--- src/rtl/wb_pipe.sv ---
// wb_pipe: memory-access / writeback pipeline for the RISC-V core.
// Carries each instruction through DMEM_LAT stages while DMEM answers the
// load, extends and lane-aligns the load data, picks the writeback source
// and drives a registered register-file write port.
// Optional feature macro: WB_MISALIGN_TRAP_EN adds misalign_trap/misalign_pc
// and suppresses the register write of misaligned loads. Without it the load
// offset is rounded down to the access size and the load writes normally.
module wb_pipe #(
  parameter int DWIDTH   = 32,
  parameter int DMEM_LAT = 1
) (
  input  logic              clk,
  input  logic              rst,
  input  logic              stall,
  input  logic              flush,
  input  logic              in_valid,
  input  logic [DWIDTH-1:0] in_pc,
  input  logic [DWIDTH-1:0] in_alu_out,
  input  logic [4:0]        in_rd,
  input  logic              in_regwen,
  input  logic [2:0]        in_ldsel,
  input  logic [1:0]        in_wbsel,
  input  logic [DWIDTH-1:0] dmem_dout,
  input  logic [4:0]        hazard_rd,
  output logic              hazard,
  output logic              rf_we,
  output logic [4:0]        rf_waddr,
  output logic [DWIDTH-1:0] rf_wdata
`ifdef WB_MISALIGN_TRAP_EN
  ,
  output logic              misalign_trap,
  output logic [DWIDTH-1:0] misalign_pc
`endif
);

  localparam int OFFW = (DWIDTH == 64) ? 3 : 2;
  localparam int LAST = DMEM_LAT - 1;

  logic [DMEM_LAT-1:0] r_valid;
  logic [DWIDTH-1:0]   r_pc     [DMEM_LAT];
  logic [DWIDTH-1:0]   r_alu    [DMEM_LAT];
  logic [4:0]          r_rd     [DMEM_LAT];
  logic                r_regwen [DMEM_LAT];
  logic [2:0]          r_ldsel  [DMEM_LAT];
  logic [1:0]          r_wbsel  [DMEM_LAT];

  logic              r_rfWe;
  logic [4:0]        r_rfWaddr;
  logic [DWIDTH-1:0] r_rfWdata;

  logic [OFFW-1:0]   w_offset;
  logic [OFFW-1:0]   w_halfOff;
  logic [OFFW-1:0]   w_wordOff;
  logic [7:0]        w_byte;
  logic [15:0]       w_half;
  logic [31:0]       w_word;
  logic [DWIDTH-1:0] w_loadData;
  logic [DWIDTH-1:0] w_wbData;
  logic              w_wbWe;
  logic              w_wbWeFinal;

  assign w_offset  = r_alu[LAST][OFFW-1:0];
  assign w_halfOff = w_offset & ~OFFW'(1);
  assign w_wordOff = w_offset & ~OFFW'(3);

  // Stage valids: flush and reset kill everything, otherwise shift on advance
  always_ff @(posedge clk) begin
    if (rst || flush) begin
      r_valid <= '0;
    end else if (!stall) begin
      r_valid[0] <= in_valid;
      for (int i = 1; i < DMEM_LAT; i++) r_valid[i] <= r_valid[i-1];
    end
  end

  // Stage payload needs no reset; it is only meaningful alongside its valid
  always_ff @(posedge clk) begin
    if (!stall) begin
      r_pc[0]     <= in_pc;
      r_alu[0]    <= in_alu_out;
      r_rd[0]     <= in_rd;
      r_regwen[0] <= in_regwen;
      r_ldsel[0]  <= in_ldsel;
      r_wbsel[0]  <= in_wbsel;
      for (int i = 1; i < DMEM_LAT; i++) begin
        r_pc[i]     <= r_pc[i-1];
        r_alu[i]    <= r_alu[i-1];
        r_rd[i]     <= r_rd[i-1];
        r_regwen[i] <= r_regwen[i-1];
        r_ldsel[i]  <= r_ldsel[i-1];
        r_wbsel[i]  <= r_wbsel[i-1];
      end
    end
  end

  // Lane extraction: offset rounded down to the access size picks the lane
  always_comb begin
    w_byte = 8'(dmem_dout >> {w_offset, 3'b000});
    w_half = 16'(dmem_dout >> {w_halfOff, 3'b000});
    w_word = 32'(dmem_dout >> {w_wordOff, 3'b000});
  end

  // Sign/zero extension; on a 32-bit datapath LD and LWU collapse to LW
  always_comb begin
    w_loadData = '0;
    case (r_ldsel[LAST])
      3'd0:    w_loadData = DWIDTH'($signed(w_byte));
      3'd1:    w_loadData = DWIDTH'($signed(w_half));
      3'd2:    w_loadData = DWIDTH'($signed(w_word));
      3'd3:    w_loadData = (DWIDTH == 64) ? dmem_dout : DWIDTH'($signed(w_word));
      3'd4:    w_loadData = DWIDTH'(w_byte);
      3'd5:    w_loadData = DWIDTH'(w_half);
      3'd6:    w_loadData = DWIDTH'(w_word);
      default: w_loadData = '0;
    endcase
  end

  // Writeback source select and write-enable qualification
  always_comb begin
    w_wbData = '0;
    case (r_wbsel[LAST])
      2'd0:    w_wbData = r_alu[LAST];
      2'd1:    w_wbData = w_loadData;
      2'd2:    w_wbData = r_pc[LAST] + DWIDTH'(4);
      default: w_wbData = '0;
    endcase
    w_wbWe = r_valid[LAST] && r_regwen[LAST] && (r_rd[LAST] != 5'd0) &&
             (r_wbsel[LAST] != 2'd3);
  end

`ifdef WB_MISALIGN_TRAP_EN
  logic w_misalign;

  // A DMEM load whose offset is not a multiple of its access size traps
  always_comb begin
    w_misalign = 1'b0;
    if (r_valid[LAST] && (r_wbsel[LAST] == 2'd1)) begin
      case (r_ldsel[LAST])
        3'd1, 3'd5: w_misalign = w_offset[0];
        3'd2, 3'd6: w_misalign = |w_offset[1:0];
        3'd3:       w_misalign = |w_offset;
        default:    w_misalign = 1'b0;
      endcase
    end
  end

  assign w_wbWeFinal = w_wbWe && !w_misalign;

  // Trap pulse is registered alongside rf_* so it lines up with the write slot
  always_ff @(posedge clk) begin
    if (rst) begin
      misalign_trap <= 1'b0;
      misalign_pc   <= '0;
    end else if (flush) begin
      misalign_trap <= 1'b0;
    end else if (!stall) begin
      misalign_trap <= w_misalign;
      if (w_misalign) misalign_pc <= r_pc[LAST];
    end
  end
`else
  assign w_wbWeFinal = w_wbWe;
`endif

  // Registered write port; a held write during stall is a harmless rewrite
  always_ff @(posedge clk) begin
    if (rst) begin
      r_rfWe    <= 1'b0;
      r_rfWaddr <= '0;
      r_rfWdata <= '0;
    end else if (flush) begin
      r_rfWe <= 1'b0;
    end else if (!stall) begin
      r_rfWe    <= w_wbWeFinal;
      r_rfWaddr <= r_rd[LAST];
      r_rfWdata <= w_wbData;
    end
  end

  // Decode-side RAW query over every in-flight stage (x0 never hazards)
  always_comb begin
    hazard = 1'b0;
    for (int i = 0; i < DMEM_LAT; i++) begin
      if (r_valid[i] && r_regwen[i] && (r_rd[i] == hazard_rd) && (r_rd[i] != 5'd0))
        hazard = 1'b1;
    end
  end

  assign rf_we    = r_rfWe;
  assign rf_waddr = r_rfWaddr;
  assign rf_wdata = r_rfWdata;

endmodule

--- config.mk ---
export PLATFORM = sky130hd
export DESIGN_NAME = wb_pipe
export DESIGN_NICKNAME = d
export VERILOG_FILES = /design/src/rtl/wb_pipe.sv
export SDC_FILE = /design/constraint.sdc
export NUM_CORES = 1
export LEC_CHECK = 0
export CORE_AREA = 2 2 107 109
export CTS_BUF_LIST = sky130_fd_sc_hd__clkbuf_8
export CTS_CLUSTER_SIZE = 40
export DETAILED_ROUTE_END_ITERATION = 12
export DIE_AREA = 0 0 109 111
export GPL_TIMING_DRIVEN = 0
export PLACE_DENSITY = 0.81
export SYNTH_ARGS = -nofsm -noshare
export SYNTH_HDL_FRONTEND = slang
export SYNTH_SLANG_ARGS = --single-unit
export TNS_END_PERCENT = 5
--- constraint.sdc ---
create_clock -name clk -period 2.9 [get_ports clk]
set_input_delay 0.435 -clock clk [delete_from_list [all_inputs] [get_ports clk]]
set_output_delay 0.435 -clock clk [all_outputs]
set_load 0.02 [all_outputs]
==> results of run 1 <==
per-layer routing:
layer  GRT usage, %  wire length (um)  vias up
li1               -                 -     2162
met1           36.6              6770     2238
met2           44.8              8070      252
met3           5.88              1330       26
met4           7.78               255        0
met5              0                 0        -
synth_stat cells, drive strengths merged, types with 10 or more instances:
library cell	n	area share [%]
edfxtp	75	43
o21ai	41	3.9
dfxtp	39	15
nand2	28	2.0
a21oi	22	2.1
a222oi	22	4.2
clkbuf	21	1.5
nor2	21	1.5
a31oi	13	1.6
nor3	13	1.3
xor2	13	2.2
nand3	12	1.2
nor4	11	1.3
inv	10	0.72
kinds of logic after synthesis:
logic type,synth area share (%)
compound gates,19.8
simple gates,12.2
flops,58.3
buf+inv,2.81
xor+xnor,3.70
mux,2.89
fa+ha+maj,0.241
power by group through the flow:
stage                     Sequential (mW)  Clock (mW)  Combinational [mW]
after detailed placement             1.97           0               0.596
after CTS                            1.94        1.30               0.600
final                                1.94        1.28               0.607
after global placement               1.97           0               0.589
after global routing                 1.95        1.37               0.642
after floorplan                      1.97           0               0.257
cells in the final DEF, fill, tap and decap left out, drive strengths merged, types with 4 or more instances in the layout:
cell type      instances
inv                   12
clkdlybuf4s50        154
nor2                  21
a22oi                  6
clkbuf                38
nand3                 12
and3                   4
o22ai                  5
nor4                  11
a221oi                 6
nand4                  8
dfxtp                 39
o21ai                 41
a31oi                 13
edfxtp                75
nor2b                  5
xnor2                  9
xor2                  13
a211o                  5
mux2                   6
nand2                 28
mux2i                  6
a221o                  7
a222oi                22
a21oi                 22
clkinv                10
nor3                  13
buf                    5
registers in the layout (all words and copies together), names as in the netlist, 2 cells and up:
signal / cells
r_rd: 5
r_wbsel: 2
rf_wdata: 32
r_pc: 32
rf_waddr: 5
r_ldsel: 3
r_alu: 32
worst max-delay path: stages, from the launching register on:
cell and delay [ns]:
sky130_fd_sc_hd__edfxtp_1 0.43, sky130_fd_sc_hd__or4_1 0.55, sky130_fd_sc_hd__o211ai_1 0.28, sky130_fd_sc_hd__nor4_1 0.11, sky130_fd_sc_hd__clkdlybuf4s50_1 0.55
cell type report:
cell class              count  area, um2  share of cell area, %
clock buffers              17        234                   3.22
plain buffers              26        109                   1.50
well taps                 143        179                   2.46
flip-flops and latches    114       3030                   41.8
inverters                  10       40.0                  0.551
multi-input cells         306       2020                   27.8
repair buffers            154       1540                   21.2
clock inverters            15        103                   1.41
stage by stage:
| stage | setup TNS [ns] | setup WS (ns) |
|---|---|---|
| after global routing | 0 | 0.0359 |
| after global placement | -15.06 | -0.207 |
| after floorplan | 0 | 0.396 |
| after CTS | 0 | 0.112 |
| after detailed placement | 0 | 0.141 |
| final | 0 | 0.125 |
path summary, 6_finish.rpt:
path / startpoint / to / depth (start not counted)
worst max-delay path: r_rd[0][1] / hazard / 4
worst min-delay path: stall / rf_we / 3
worst max register to register: r_pc[0][9] / rf_wdata[27] / 6
worst min register to register: rf_waddr[2] / rf_waddr[2] / 2
==> metrics.log, run 1 <==
[metrics] Gate Count Post-Synth: about 460
[metrics] post-layout min period: 2.78 ns
[metrics] type of the worst min-delay path: input port to flop
[metrics] nature of the critical path startpoint: flop
[metrics] reg-to-reg slack, setup: about 0.26 ns
[metrics] maximum net fanout on the critical path: 3
[metrics] count of input and output buffers: about 150
[metrics] clock tree buffer depth: 2
[metrics] count of antenna-violating nets left after detailed routing: 0
[metrics] peak ir drop on the vdd network: about 0.46 mV
[metrics] internal cell power: between 2 and 3 mW
[metrics] clock buffer count from CTS: 17
[metrics] Initial DRT Pass Iterations: 6
[metrics] power density over cell area: approximately 530 mW/mm2
[metrics] Post-Route Skew: about 0.012 ns
[metrics] detailed-route via count: approximately 4700
[metrics] number of vias per cell: about 6
[metrics] max-cap violation count: 0
[metrics] Final period util: 95.7%
[metrics] Clk Tree Root Cell: sky130_fd_sc_hd__clkbuf_8
[metrics] Max Clk Rate: 360 MHz
[metrics] final setup violating endpoints: 0
[metrics] Fin. Hold Viols: 0
[metrics] Synth Warn #: 0
[metrics] post-detailed-placement cell area: ~0.0069 mm2
[metrics] Switching Fraction: between 20% and 30%
[metrics] core footprint: 0.0111 mm2
[metrics] number of flops mapped to enable cells by yosys: 75
[metrics] TritonCTS clock tree: done
[metrics] transition time at the pin with the least slew margin: roughly 1 ns
[metrics] part of the power in registers: between 50 and 60%
[metrics] average wire per cell in the routed design: around 21 um
[metrics] total leakage power: between 2 and 2.5 nW
[metrics] number of nets at the end of the flow: approximately 750
[metrics] drt drc: 0
[metrics] vias in the first global route: 4395
[metrics] post-route cell area: around 0.0073 mm2
[metrics] total routing usage reported by global routing: a little over a quarter
[metrics] switching power total: between 1 and 1.5 mW
[metrics] # placed instances: between 700 and 800
[metrics] post-cts resize count: 0
[metrics] Setup Buffers After CTS: 0
[metrics] Clock H-tree levels: 4
[metrics] combinational share of power: 15.9%
[metrics] flip-flop and latch count after synthesis: around 110
[metrics] result of the run: complete, no violations
[metrics] number of non-filler instances in the completed layout: slightly below 800
[metrics] mapped cell area: around 0.0052 mm2
[metrics] clock latency on the worst-skew pair: about 0.44 ns
[metrics] total design power: 3.82 mW
[metrics] standard-cell rows: 39
[metrics] core utilization of the finished layout: 65.5%
[metrics] 1st-iter DRT viols: 579
[metrics] share of power burned in the clock network: 33.5%
[metrics] post-detailed-routing wire length: approximately 16000 um
[metrics] sequential-to-total area share from yosys stat: between 50% and 60%
[metrics] syn nets: about 570
[metrics] Most used DFF post-synth: sky130_fd_sc_hd__edfxtp_1
[metrics] number of fillers in the final layout: approximately 880
[metrics] die area: about 0.012 mm2
[metrics] area growth from synthesis to layout: 39.6%
[metrics] clock tree sinks: 114
[metrics] Critical Path AT: around 2.3 ns
[metrics] crit path capture type: output pin
[metrics] global-route wire length before repair: roughly 24000 um
[metrics] proportion of synthesized flip-flops having asynchronous set or reset: 0%
[metrics] worst-case headroom to the max-slew limit: between 30% and 40%
[metrics] antenna fix cells: 0
[metrics] Starting Density: a little under half
[metrics] clock transition time at the flip-flop clock pins of the worst setup and hold paths: about 0.070 ns
[metrics] GPL Wtd Cong: 0.918
[metrics] detailed placement HPWL: 12400 um
[metrics] maximum number of pins on one net before global-route repair: 76
[metrics] Critical Setup Path Class: flop to output pin
[metrics] width of the die: 109 um
[metrics] number of hold buffers added after cts: 0
[metrics] Boundary Pins: 156
[metrics] total count of max-transition violations in the final report: 0
[metrics] initial antenna violation count: 0
[metrics] data required time of the critical path: approximately 2.5 ns
[metrics] proportion of layout cells with a drive suffix above 1: 7.01%
[metrics] hold slack final: about 0.47 ns
[metrics] total congestion overflow: 0
[metrics] number of unique standard cell types used by synthesis: 54
[metrics] RSZ-0062 raised after global routing: no
[metrics] die height: roughly 110 um
[metrics] mean area per synthesized cell: about 11 um2
(Power assumes the default switching activity.)
==> run 2: changes to the inputs <==
--- a/config.mk
+++ b/config.mk
@@ -10,7 +10,6 @@
 export CTS_CLUSTER_SIZE = 40
 export DETAILED_ROUTE_END_ITERATION = 12
 export DIE_AREA = 0 0 109 111
-export GPL_TIMING_DRIVEN = 0
 export PLACE_DENSITY = 0.81
 export SYNTH_ARGS = -nofsm -noshare
 export SYNTH_HDL_FRONTEND = slang
==> metrics.log, run 2 (synthesis gave the netlist of run 1 again) <==
[metrics] clock tree buffer depth: 2 (unchanged)
[metrics] data required time of the critical path: 2.47 ns (about the same)
[metrics] power density over cell area: 515 mW/mm2 (-2.1%)
[metrics] post-layout min period: 2.76 ns (-0.0141 ns)
[metrics] 1st-iter DRT viols: 508 (-12%)
[metrics] average wire per cell in the routed design: 20.9 um (-0.29%)
[metrics] clock transition time at the flip-flop clock pins of the worst setup and hold paths: 0.06 ns (about the same)
[metrics] area growth from synthesis to layout: 39.8%
[metrics] clock latency on the worst-skew pair: 0.44 ns (about the same)
[metrics] worst slack after detailed placement: 0.359 ns (+0.218 ns)
[metrics] Starting Density: 47.0% (unchanged)
[metrics] number of hold buffers added after cts: 0 (unchanged)
[metrics] detailed placement HPWL: 12400 um (-0.13%)
[metrics] initial antenna violation count: 1 (+1)
[metrics] Final period util: 95.2% (-0.48 points)
[metrics] total leakage power: 2.55 nW (+2.4%)
[metrics] TritonCTS clock tree: done
[metrics] clock tree sinks: 114 (unchanged)
[metrics] result of the run: complete, no violations
[metrics] drt drc: 0 (unchanged)
[metrics] transition time at the pin with the least slew margin: 1.24 ns (+0.245 ns)
[metrics] minimum setup slack in the final design: 0.139 ns (+0.0141 ns)
[metrics] Clock H-tree levels: 4 (unchanged)
[metrics] Setup Buffers After CTS: 0 (unchanged)
[metrics] die area: 0.0121 mm2 (unchanged)
[metrics] Critical Path AT: 2.33 ns (about the same)
[metrics] count of input and output buffers: 155 (+0.65%)
[metrics] peak ir drop on the vdd network: 0.406 mV (-12%)
[metrics] total congestion overflow: 0 (unchanged)
[metrics] Clk Tree Root Cell: sky130_fd_sc_hd__clkbuf_8
[metrics] width of the die: 109 um (unchanged)
[metrics] number of nets at the end of the flow: 739 (-1.1%)
[metrics] hold slack final: 0.464 ns (-0.00531 ns)
[metrics] Sequential Area: 0.00303 mm2 (unchanged)
[metrics] Initial DRT Pass Iterations: 8 (+2)
[metrics] RSZ-0062 raised after global routing: no
[metrics] clock buffer count from CTS: 17 (unchanged)
[metrics] maximum number of pins on one net before global-route repair: 51 (-33%)
[metrics] detailed-route via count: 4710 (+0.68%)
[metrics] post-cts resize count: 0 (unchanged)
[metrics] post-detailed-routing wire length: 16200 um (-1.2%)
[metrics] number of vias per cell: 6.05 (+1.6%)
[metrics] number of fillers in the final layout: 848 (-3.3%)
[metrics] Post-Route Skew: 0.00935 ns (-0.00275 ns)
[metrics] maximum net fanout on the critical path: 3 (unchanged)
[metrics] Max Clk Rate: 362 MHz (+0.51%)
[metrics] standard-cell rows: 39 (unchanged)
[metrics] combined area of the multi-input logic cells: 0.00202 mm2 (unchanged)
[metrics] global-route wire length before repair: 24600 um (+1.0%)
[metrics] nature of the critical path startpoint: flop
[metrics] core footprint: 0.0111 mm2 (unchanged)
[metrics] total design power: 3.75 mW (-1.9%)
[metrics] worst-case headroom to the max-slew limit: 17.3% (-16 points)
[metrics] setup total negative slack: 0 ns (unchanged)
[metrics] crit path capture type: output pin
[metrics] total routing usage reported by global routing: 27.5% (about the same)
[metrics] proportion of layout cells with a drive suffix above 1: 8.83% (+1.8 points)
[metrics] die height: 111 um (unchanged)
[metrics] type of the worst min-delay path: flop to flop
[metrics] max-cap violation count: 0 (unchanged)
[metrics] vias in the first global route: 4571 (+4.0%)
[metrics] Boundary Pins: 156 (unchanged)
[metrics] GPL Wtd Cong: 0.976 (+6.3%)
[metrics] Fin. Hold Viols: 0 (unchanged)
[metrics] commonest cells after routing, fill and taps aside: 155 x sky130_fd_sc_hd__clkdlybuf4s50_1, 75 x sky130_fd_sc_hd__edfxtp_1, 39 x sky130_fd_sc_hd__o21ai_0, 39 x sky130_fd_sc_hd__dfxtp_1, 28 x sky130_fd_sc_hd__nand2_1
[metrics] final setup violating endpoints: 0 (unchanged)
[metrics] Critical Setup Path Class: flop to output pin
[metrics] total count of max-transition violations in the final report: 0 (unchanged)
[metrics] most frequent standard cell in the layout excluding fill and tap cells: sky130_fd_sc_hd__clkdlybuf4s50_1
[metrics] count of antenna-violating nets left after detailed routing: 0 (unchanged)
[run 2: cell types whose count changed in the layout (fill, tap and decap cells not counted), moves of 2 or more]
cell	before	now
sky130_fd_sc_hd__inv_1	11	16
sky130_fd_sc_hd__clkinv_1	3	0
sky130_fd_sc_hd__clkbuf_8	17	19
sky130_fd_sc_hd__buf_4	0	17
sky130_fd_sc_hd__clkbuf_1	21	0
sky130_fd_sc_hd__buf_2	3	0
[run 2: area by class of cell]
type	count	share of cell area, %
clock inverters	13	0.809
repair buffers	172	23.1
inverters	10	0.516
multi-input cells	306	27.8
clock buffers	19	3.60
well taps	143	2.46
diodes	1	0.0344
flip-flops and latches	114	41.7
[run 2: worst paths after layout]
kind / endpoint / cells after the start / slack, ns / from
max: hazard / 4 / 0.14 / r_rd[0][1]
min: rf_waddr[2] / 2 / 0.46 / rf_waddr[2]
max reg2reg: rf_wdata[27] / 5 / 0.47 / r_wbsel[0][0]
min reg2reg: rf_waddr[2] / 2 / 0.46 / rf_waddr[2]
[run 2: metal layers]
layer  share of wire, %  track usage (%)
met5                  0                0
met2                 48             43.9
met3                 10             7.76
met1                 40             35.4
met4                2.3             9.91
[run 2: power breakdown]
part | switching (mW) | internal (mW)
Clock | 0.602 | 0.603
Combinational | 0.286 | 0.314
Sequential | 0.0906 | 1.85
Total | 0.979 | 2.77
[run 2: through the flow]
step,instance area [um2],utilization [%],cells
2_1_floorplan,5200,-,456
3_3_place_gp,6950,62.7,745
3_5_place_dp,6950,62.7,745
4_1_cts,7270,65.6,777
5_1_grt,7270,65.7,778
6_report,7270,65.7,778
[run 2: critical path, stage by stage, from the launching register on]
cell and delay (ns):
sky130_fd_sc_hd__edfxtp_1 0.43, sky130_fd_sc_hd__or4_1 0.56, sky130_fd_sc_hd__o211ai_1 0.26, sky130_fd_sc_hd__nor4_1 0.10
sky130_fd_sc_hd__clkdlybuf4s50_1 0.55
==> run 3: changes to the inputs <==
--- a/config.mk
+++ b/config.mk
@@ -5,11 +5,11 @@
 export SDC_FILE = /design/constraint.sdc
 export NUM_CORES = 1
 export LEC_CHECK = 0
-export CORE_AREA = 2 2 107 109
+export CORE_AREA = 8 8 113 115
 export CTS_BUF_LIST = sky130_fd_sc_hd__clkbuf_8
 export CTS_CLUSTER_SIZE = 40
 export DETAILED_ROUTE_END_ITERATION = 12
-export DIE_AREA = 0 0 109 111
+export DIE_AREA = 0 0 121 123
 export PLACE_DENSITY = 0.81
 export SYNTH_ARGS = -nofsm -noshare
 export SYNTH_HDL_FRONTEND = slang
==> metrics.log, run 3 (synthesis gave the netlist of run 1 again) <==
[metrics] result of the run: complete, no violations
[metrics] clock buffer count from CTS: 17 (unchanged)
[metrics] clock transition time at the flip-flop clock pins of the worst setup and hold paths: 0.06 ns (about the same)
[metrics] CP Cell Sequence: or4_1 -> o211ai_1 -> nor4_1 -> clkdlybuf4s50_1
[metrics] transition time at the pin with the least slew margin: 1.34 ns (+0.104 ns)
[metrics] Max Clk Rate: 361 MHz (-0.23%)
[metrics] vias in the first global route: 4579 (+0.18%)
[metrics] reg-to-reg slack, setup: 0.47 ns (about the same)
[metrics] type of the worst min-delay path: flop to flop
[metrics] drt drc: 0 (unchanged)
[metrics] total routing usage reported by global routing: 22.9% (-4.6 points)
[metrics] Post-Route Skew: 0.0117 ns (+0.00230 ns)
[metrics] clock tree buffer depth: 2 (unchanged)
[metrics] Critical Setup Path Class: flop to output pin
[metrics] cell count of the worst reg-to-reg path: 5 (unchanged)
[metrics] count of input and output buffers: 155 (unchanged)
[metrics] area growth from synthesis to layout: 41.3%
[metrics] Setup Buffers After CTS: 0 (unchanged)
[metrics] Initial DRT Pass Iterations: 6 (-2)
[metrics] Worst Min Path Start: rf_waddr[4]
[metrics] final setup violating endpoints: 0 (unchanged)
[metrics] die height: 123 um (+11%)
[metrics] Starting Density: 47.0% (unchanged)
[metrics] TritonCTS clock tree: done
[metrics] max-cap violation count: 0 (unchanged)
[metrics] total leakage power: 2.58 nW (+1.1%)
[metrics] post-detailed-placement cell area: 0.00694 mm2 (-0.22%)
[metrics] data required time of the critical path: 2.47 ns (about the same)
[metrics] die area: 0.0149 mm2 (+23%)
[metrics] number of cells on the worst hold path: 2 (unchanged)
[metrics] combined area of the multi-input logic cells: 0.00202 mm2 (unchanged)
[metrics] setup total negative slack: 0 ns (unchanged)
[metrics] crit path capture type: output pin
[metrics] Final period util: 95.4% (+0.22 points)
[metrics] core footprint: 0.0111 mm2 (unchanged)
[metrics] FF-to-FF Start: r_pc[0][9]
[metrics] maximum number of pins on one net before global-route repair: 49 (-3.9%)
[metrics] detailed placement HPWL: 12900 um (+4.6%)
[metrics] most frequent standard cell in the layout excluding fill and tap cells: sky130_fd_sc_hd__clkdlybuf4s50_1
[metrics] Clock H-tree levels: 4 (unchanged)
[metrics] RSZ-0062 raised after global routing: no
[metrics] number of fillers in the final layout: 838 (-1.2%)
[metrics] Critical Path AT: 2.33 ns (about the same)
[metrics] worst stage delay on the critical path: 0.56 ns (about the same)
[metrics] global-route wire length before repair: 25600 um (+4.2%)
[metrics] Fin. Hold Viols: 0 (unchanged)
[metrics] peak ir drop on the vdd network: 0.491 mV (+21%)
[metrics] total design power: 4.07 mW (+8.5%)
[metrics] proportion of layout cells with a drive suffix above 1: 8.86% (+0.028 points)
[metrics] worst-case headroom to the max-slew limit: 10.4% (-6.9 points)
[metrics] width of the die: 121 um (+11%)
[metrics] power density over cell area: 554 mW/mm2 (+7.4%)
[metrics] clock tree sinks: 114 (unchanged)
[metrics] terminus of the critical flop-to-flop path: rf_wdata[23]
[metrics] # placed instances: 743 (-0.27%)
[metrics] number of vias per cell: 5.93 (-2.0%)
[metrics] number of non-filler instances in the completed layout: 776 (-0.26%)
[metrics] total count of max-transition violations in the final report: 0 (unchanged)
[metrics] highest-delay cell along the critical path: sky130_fd_sc_hd__or4_1
[metrics] post-route cell area: 0.00735 mm2 (+1.1%)
[metrics] detailed-route via count: 4604 (-2.3%)
[metrics] clock latency on the worst-skew pair: 0.44 ns (about the same)
[metrics] initial antenna violation count: 1 (unchanged)
[metrics] Boundary Pins: 156 (unchanged)
[metrics] average wire per cell in the routed design: 21.9 um (+5.2%)
[metrics] number of nets at the end of the flow: 737 (-0.27%)
[metrics] standard-cell rows: 39 (unchanged)
[metrics] Clk Tree Root Cell: sky130_fd_sc_hd__clkbuf_8
[metrics] commonest cells after routing, fill and taps aside: 155 x sky130_fd_sc_hd__clkdlybuf4s50_1, 75 x sky130_fd_sc_hd__edfxtp_1, 39 x sky130_fd_sc_hd__o21ai_0, 39 x sky130_fd_sc_hd__dfxtp_1, 28 x sky130_fd_sc_hd__nand2_1
[metrics] category of cells accounting for the largest share of critical-path delay: simple AND/OR/NAND/NOR gates
[metrics] 1st-iter DRT viols: 670 (+32%)
[metrics] total congestion overflow: 0 (unchanged)
[metrics] Buf/Inv on CP: 1 (unchanged)
[metrics] nature of the critical path startpoint: flop
[metrics] post-detailed-routing wire length: 17000 um (+4.9%)
[metrics] GPL Wtd Cong: 0.937 (-4.0%)
[metrics] maximum net fanout on the critical path: 3 (unchanged)
[metrics] Worst Hold Path EP: rf_waddr[4]
[metrics] count of antenna-violating nets left after detailed routing: 0 (unchanged)
[metrics] post-layout min period: 2.77 ns (+0.00645 ns)
[metrics] number of hold buffers added after cts: 0 (unchanged)
[metrics] Sequential Area: 0.00303 mm2 (unchanged)
[metrics] post-cts resize count: 0 (unchanged)
[run 3: cell type report]
cell class                      instances  share of cell area [%]
Sequential cell                       114                    41.3
Timing Repair Buffer                  170                    22.6
Multi-Input combinational cell        306                    27.5
Clock inverter                         11                    1.69
Inverter                               10                   0.511
Clock buffer                           21                    3.93
Tap cell                              143                    2.43
Antenna cell                            1                  0.0340
[run 3: power breakdown]
| part | internal, mW | switching [mW] | leakage [nW] | total [mW] |
|---|---|---|---|---|
| Sequential | 1.85 | 0.0882 | 1.05 | 1.94 |
| Combinational | 0.312 | 0.285 | 1.29 | 0.597 |
| Clock | 0.921 | 0.609 | 0.232 | 1.53 |
[run 3: worst max-delay path by stage]
stage | startpoint | end | cells past startpoint
floorplan | stall | r_alu[0][0] | 2
global route | r_rd[0][1] | hazard | 4
CTS | r_rd[0][1] | hazard | 4
detailed placement | dmem_dout[23] | rf_wdata[12] | 6
global placement | dmem_dout[23] | rf_wdata[10] | 6
finish | r_rd[0][1] | hazard | 4
[run 3: metal layers]
| layer | GRT usage [%] | vias to the layer above | routed length [um] |
|---|---|---|---|
| met1 | 27.8 | 2208 | 6730 |
| met3 | 6.89 | 27 | 1670 |
| met5 | 0 | - | 0 |
| met2 | 37.5 | 226 | 8270 |
| li1 | - | 2143 | - |
| met4 | 8.98 | 0 | 358 |
[run 3: through the flow]
stage	hold WS, ns	utilization [%]	setup slack (ns)
3_3_place_gp	0.449	62.6	0.402
2_1_floorplan	0.466	-	0.396
4_1_cts	0.468	66.3	0.118
6_report	0.464	66.4	0.132
5_1_grt	0.495	66.4	0.0441
3_5_place_dp	0.457	62.6	0.360
[run 3: worst register-to-register path: stages (launching register included)]
cell and delay (ns):
sky130_fd_sc_hd__edfxtp_1 0.44, sky130_fd_sc_hd__nand4_2 0.24, sky130_fd_sc_hd__or4_1 0.77, sky130_fd_sc_hd__o31a_1 0.33, sky130_fd_sc_hd__o21ai_0 0.38, sky130_fd_sc_hd__a31oi_1 0.14
